## src/rtl/hash_pkg.sv

```systemverilog
// ----------------------------------------------------------------------------
// hash_pkg
// Shared definitions for the hash core digest path:
//   - one-hot FSM state codes (IDLE / SEND)
//   - maximum digest size in bytes
//   - last-word byte-size encoding, common to the input buffer and the
//     digest read-out serializer
//   - eff_len(): maps a requested digest length to the length actually sent
// ----------------------------------------------------------------------------
package hash_pkg;

   localparam logic [1:0] IDLE = 2'b01;
   localparam logic [1:0] SEND = 2'b10;

   localparam int unsigned DIG_MAX_BYTES = 64;

   // Valid bytes in a final word: 00 means the whole word is valid.
   localparam logic [1:0] SZ_FULL = 2'b00;
   localparam logic [1:0] SZ_1    = 2'b01;
   localparam logic [1:0] SZ_2    = 2'b10;
   localparam logic [1:0] SZ_3    = 2'b11;

   // A zero or out-of-range request returns the full digest.
   function automatic logic [6:0] eff_len(input logic [6:0] req);
      if ((req == 7'd0) || (req > 7'(DIG_MAX_BYTES))) begin
         return 7'(DIG_MAX_BYTES);
      end else begin
         return req;
      end
   endfunction

endpackage

```

## src/rtl/hash_byte_mask.sv

```systemverilog
// ----------------------------------------------------------------------------
// hash_byte_mask
// Zeroes the invalid bytes of a partial final word.
// Ports:
//   word_i  [31:0] in   word before masking
//   last_i         in   word is the final word of the transfer
//   size_i  [1:0]  in   valid-byte encoding (SZ_FULL = all 4 bytes)
//   word_o  [31:0] out  masked word
// Parameter LSB_FIRST selects where the valid bytes sit: 0 keeps the upper
// bytes (MSB-first order), 1 keeps the lower bytes (byte-reversed order).
// ----------------------------------------------------------------------------
module hash_byte_mask
   import hash_pkg::*;
#(
   parameter bit LSB_FIRST = 1'b0
) (
   input  logic [31:0] word_i,
   input  logic        last_i,
   input  logic [1:0]  size_i,
   output logic [31:0] word_o
);

   logic [31:0] keep_s;

   // Build the byte keep-mask and apply it.
   always_comb begin
      keep_s = 32'hFFFF_FFFF;
      if (last_i && (size_i != SZ_FULL)) begin
         if (LSB_FIRST) begin
            keep_s = ~(32'hFFFF_FFFF << {size_i, 3'd0});
         end else begin
            keep_s = ~(32'hFFFF_FFFF >> {size_i, 3'd0});
         end
      end else begin
         keep_s = 32'hFFFF_FFFF;
      end
      word_o = word_i & keep_s;
   end

endmodule

```

## src/rtl/hash_rd.sv

```systemverilog
// ----------------------------------------------------------------------------
// hash_rd
// Digest read-out serializer. On h_rd_start it snapshots the 512-bit digest
// and the effective length, then streams 32-bit words under a pull handshake
// (rd_vld / rd_en). The final word carries a byte-size code so any length
// from 1 to 64 bytes can be returned.
// Ports:
//   clk, rst_n          clock, asynchronous active-low reset
//   hash_m     [511:0]  digest (word 0 = hash_m[511:480])
//   out_len    [6:0]    requested length in bytes, sampled on h_rd_start
//   h_rd_start          start request (ignored unless idle)
//   h_rd_clr            synchronous abort/clear, highest priority
//   h_rd_rdy            idle, start accepted
//   rd_en               consumer pulls current word
//   rd_d       [31:0]   current word
//   rd_vld              rd_d valid
//   rd_last             current word is the final one
//   rd_size    [1:0]    valid bytes in final word (00 = 4), 00 when not last
//   h_rd_done           one-cycle pulse after the final word is accepted
// Build option: define HASH_RD_BSWAP_EN to emit each word byte-reversed
// (least-significant digest byte first, valid bytes in the low lanes).
// ----------------------------------------------------------------------------
module hash_rd (
   input  logic         clk,
   input  logic         rst_n,
   input  logic [511:0] hash_m,
   input  logic [6:0]   out_len,
   input  logic         h_rd_start,
   input  logic         h_rd_clr,
   output logic         h_rd_rdy,
   input  logic         rd_en,
   output logic [31:0]  rd_d,
   output logic         rd_vld,
   output logic         rd_last,
   output logic [1:0]   rd_size,
   output logic         h_rd_done
);
   import hash_pkg::*;

   logic [1:0]   state_q, state_d;
   logic [511:0] dig_q,   dig_d;
   logic [6:0]   len_q,   len_d;
   logic [6:0]   bcnt_q,  bcnt_d;
   logic         done_q,  done_d;

   logic [6:0]   rem_s;
   logic [8:0]   base_s;
   logic [31:0]  word_s;
   logic [31:0]  word_ord_s;
   logic         last_s;
   logic [1:0]   size_s;

   // State register plus counter, length and digest shadow.
   always_ff @(posedge clk or negedge rst_n) begin
      if (!rst_n) begin
         state_q <= IDLE;
         dig_q   <= 512'd0;
         len_q   <= 7'd0;
         bcnt_q  <= 7'd0;
         done_q  <= 1'b0;
      end else begin
         state_q <= state_d;
         dig_q   <= dig_d;
         len_q   <= len_d;
         bcnt_q  <= bcnt_d;
         done_q  <= done_d;
      end
   end

   // Next-state logic: clear beats start and pull in the same cycle.
   always_comb begin
      state_d = state_q;
      dig_d   = dig_q;
      len_d   = len_q;
      bcnt_d  = bcnt_q;
      done_d  = 1'b0;
      if (h_rd_clr) begin
         state_d = IDLE;
         dig_d   = 512'd0;
         len_d   = 7'd0;
         bcnt_d  = 7'd0;
      end else begin
         case (state_q)
            IDLE: begin
               if (h_rd_start) begin
                  dig_d   = hash_m;
                  len_d   = eff_len(out_len);
                  bcnt_d  = 7'd0;
                  state_d = SEND;
               end else begin
                  state_d = IDLE;
               end
            end
            SEND: begin
               if (rd_en && last_s) begin
                  state_d = IDLE;
                  bcnt_d  = 7'd0;
                  done_d  = 1'b1;
               end else if (rd_en) begin
                  bcnt_d  = bcnt_q + 7'd4;
               end else begin
                  state_d = SEND;
               end
            end
            default: begin
               state_d = IDLE;
               bcnt_d  = 7'd0;
            end
         endcase
      end
   end

   // Output decode from registered state only.
   always_comb begin
      rem_s    = len_q - bcnt_q;
      // Word index bcnt[5:2] counts from the top of the digest: 15 - idx.
      base_s   = {~bcnt_q[5:2], 5'd0};
      word_s   = 32'd0;
      last_s   = 1'b0;
      size_s   = SZ_FULL;
      h_rd_rdy = (state_q == IDLE);
      rd_vld   = (state_q == SEND);
      if (state_q == SEND) begin
         word_s = dig_q[base_s +: 32];
         last_s = (rem_s <= 7'd4);
         size_s = last_s ? rem_s[1:0] : SZ_FULL;
      end else begin
         word_s = 32'd0;
         last_s = 1'b0;
         size_s = SZ_FULL;
      end
      rd_last   = last_s;
      rd_size   = size_s;
      h_rd_done = done_q;
   end

`ifdef HASH_RD_BSWAP_EN
   assign word_ord_s = {word_s[7:0], word_s[15:8], word_s[23:16], word_s[31:24]};

   hash_byte_mask #(.LSB_FIRST(1'b1)) u_mask (
      .word_i (word_ord_s),
      .last_i (last_s),
      .size_i (size_s),
      .word_o (rd_d)
   );
`else
   assign word_ord_s = word_s;

   hash_byte_mask #(.LSB_FIRST(1'b0)) u_mask (
      .word_i (word_ord_s),
      .last_i (last_s),
      .size_i (size_s),
      .word_o (rd_d)
   );
`endif

endmodule

```

## config.mk

```make
export PLATFORM = sky130hd
export DESIGN_NAME = hash_rd
export DESIGN_NICKNAME = d
export VERILOG_FILES = /design/src/rtl/hash_pkg.sv /design/src/rtl/hash_byte_mask.sv /design/src/rtl/hash_rd.sv
export SDC_FILE = /design/constraint.sdc
export NUM_CORES = 1
export LEC_CHECK = 0
export CAP_MARGIN = 20
export CORE_ASPECT_RATIO = 1.25
export CORE_MARGIN = 5
export CORE_UTILIZATION = 30
export DETAILED_ROUTE_END_ITERATION = 10
export HOLD_SLACK_MARGIN = 0.08
export PLACE_DENSITY = 0.52
export REMOVE_ABC_BUFFERS = 1
export SETUP_SLACK_MARGIN = 0.5
export SYNTH_ARGS = -nofsm -noshare
export SYNTH_HDL_FRONTEND = slang
export SYNTH_SLANG_ARGS = --single-unit
```

## constraint.sdc

```tcl
create_clock -name clk -period 3.2 [get_ports clk]
set_clock_uncertainty 0.05 [all_clocks]
set_input_delay 0.64 -clock clk [delete_from_list [all_inputs] [get_ports clk]]
set_output_delay 0.64 -clock clk [all_outputs]
set_load 0.02 [all_outputs]
```

==> impl_metrics.ini <==
[drt]
drt.antenna.violating_nets = 0
routed_wirelength_um = 89400
drtIter0Drc = 1631
wl_per_cell_um = 21.0
drc_errors = 0
drtPass1Iterations = 7
routed_via_density = 4.97
vias = 21173

[cts]
root_buffer = clkbuf_16
clk_pin_slew_ns = 0.06
cts_htree_levels = 2
clock_sinks = 527
cts_tree = built
clock_path_buffers = 3
clock_latency_ns = 0.61
cts_made_buffers = 56

[synth]
yosys_warnings = 0
synth_seq_cells = 527
synth.avg_cell_area_um2 = 9.67
synth_edf_count = 0
synth_ff_type = dfrtp_1
seq_area_frac_synth_pct = 52.7
synth_cells = 2588
synth_cell_types = 42
synth_area_um2 = 25000
synthArstFlopShare_pct = 100

[grt]
use_met3_pct = 3.42
grt_util_all_layers_pct = 19.2
grt_antenna_before_repair = 9
globalRouteMet1Util_pct = 24.8
grt_max_degree = 116
grt_pass1_vias = 22571
grt_use_met2_pct = 32.5
overflow = 0
grt_pass1_wl_um = 134000
top_usage_layer = met2

[sta]
rsz0062_at_grt = yes
tightest_slew_ns = 0.951
slew_viol_final = 0
fin_ws_ns = -0.578
maxSlewHeadroom_pct = 36.6
hold_viol = 0
finalSetupViolCount = 35
fin_setup_tns_ns = -15.49
fmax_ghz = 0.265
fin_crit_sh_pct = 118
min_period_ns = 3.78
whs_ns = 0.463

[setup_path]
arrival_ns = 3.09
path_class = reg2out
r2r-end = bcnt_q[2]
reg2reg_from = bcnt_q[3]
end_kind = output pin
cp-startpoint = bcnt_q[3]
worstRegToRegCells = 13
cp.required_ns = 2.51
r2r_slack_ns = 0.51
startpoint_type = register
critPathMaxFanout = 8

[finish]
final_cells = 4259
final_util_pct = 42.6
fill_cells = 8015
area_delta_synth_final_pct = 41.1
fin_nets = 3655
drive_above_1_share_pct = 14.7

[run]
maxCapViolCount = 0

[placement]
gp_congestion = 0.849
dp_cells = 4094
io_buffers = 561
dp_hpwl_um = 61100
dp_worst_setup_slack_ns = -0.875

[run_status]
failed_checks = setup timing
status = finished, violations left

[pwr]
power_density_nw_per_um2 = 536
ir_drop_mv = 0.394
p_leak_nw = 14.5

[die]
initial_core_util_pct = 30.2
rows = 118
dieArea_um2 = 89300
die_x_um = 268
coreArea_um2 = 82800
die_h_um = 333
pin_count = 562

[hold_path]
min_to = dig_q[355]
hold_depth = 2
min_path_type = in2reg
min_from = h_rd_clr
timing repair:
action	in CTS	in global routing
setup buffers	23	9
endpoints found under the hold margin	41	0
setup endpoints to repair	37	43
pin swaps	11	10
hold buffers	1	0
gates resized for setup	259	25
cloned	10	7
power breakdown:
group / internal, mW / switching [mW] / total, mW
sequential: 7.39 / 0.394 / 7.78
clock: 4.19 / 2.78 / 6.97
combinational: 1.89 / 2.28 / 4.16
total: 13.5 / 5.45 / 18.9
cell families after synthesis:
logic type,Yosys count,share of synthesized area [%]
and+or+nand+nor,1113,17.3
AOI/OAI and AO/OA,549,11.3
DFF,527,52.7
buffers and inverters,224,3.66
muxes,160,14.4
adders and majority gates,9,0.450
xor gates and xnor gates,4,0.140
other,2,0.0300
critical path: stages, from the launching register on:
cell and delay (ns):
dfrtp_4 0.49, inv_4 0.06, ha_4 0.19, buf_6 0.12
o21ai_4 0.16, a21oi_4 0.05, or4_4 0.49, o311ai_4 0.14
o41ai_4 0.12, buf_12 0.17, buf_6 0.12, buf_6 0.11
nor2b_4 0.13, buf_12 0.13
layout by cell type, fill, tap and decap left out, drive strengths merged, types with 2 or more instances in the layout:
cell,n
nand2,1039
dfrtp,526
a21oi,525
clkdlybuf4s50,522
mux4,160
buf,158
clkbuf,91
nor2b,26
nor2,14
and2,12
inv,12
diode,10
clkinv,9
ha,9
bufinv,7
nand3b,6
o21ai,6
nor3,5
o211ai,4
clkinvlp,3
xnor2,3
o31ai,3
nor4,2
a21o,2
nand3,2
conb,2
dlygate4sd2,2
nand2b,2
a22oi,2
or4,2
area by class of cell:
| type | instances | area (um2) | share of cell area (%) |
|---|---|---|---|
| clock buffer | 84 | 1680 | 4.75 |
| antenna | 10 | 25.0 | 0.0709 |
| sequential | 527 | 13200 | 37.4 |
| clock inverter | 21 | 309 | 0.876 |
| multi-input combinational | 1837 | 11200 | 31.7 |
| tap | 1080 | 1350 | 3.83 |
| timing repair buffer | 690 | 7510 | 21.3 |
| inverter | 10 | 43.8 | 0.124 |
synthesized netlist by cell type, drive strengths merged, types with 3 or more instances:
| library cell | number | area, um2 |
|---|---|---|
| nor2b | 26 | 163 |
| and2 | 12 | 75.1 |
| nor3 | 5 | 25.0 |
| nand2 | 1039 | 3900 |
| nand3b | 6 | 45.0 |
| xnor2 | 3 | 26.3 |
| inv | 10 | 37.5 |
| buf | 30 | 188 |
| nor2 | 14 | 52.6 |
| clkbuf | 184 | 691 |
| mux4 | 160 | 3600 |
| ha | 9 | 113 |
| dfrtp | 526 | 13200 |
| o31ai | 3 | 32.5 |
| o21ai | 6 | 30.0 |
| a21oi | 525 | 2630 |
| o211ai | 4 | 30.0 |
worst max-delay path by stage:
| stage | to | depth (start not counted) |
|---|---|---|
| after floorplan | len_q[4] | 4 |
| after global placement | rd_d[16] | 8 |
| after global routing | rd_d[14] | 11 |
| after CTS | rd_d[21] | 13 |
| final | rd_d[21] | 13 |
| after detailed placement | rd_d[16] | 8 |
layer usage:
layer | part of all wire, % | wire (um)
met1 | 41 | 36700
met2 | 51 | 45200
met3 | 5.6 | 5000
met4 | 2.9 | 2580
met5 | 0 | 0
per-stage QoR:
step,total power [mW],instance area (um2)
final,18.9,35300
after global routing,19.9,35300
after CTS,19.1,34900
after detailed placement,11.9,32100
after global placement,11.8,32100
after floorplan,10.1,24100
sequential cells by signal, summed over array words and instances, names as in the netlist:
signal,cells
dig_q,512
len_q,7
bcnt_q,5
state_q,2
h_rd_done,1
(Power assumes the default switching activity.)
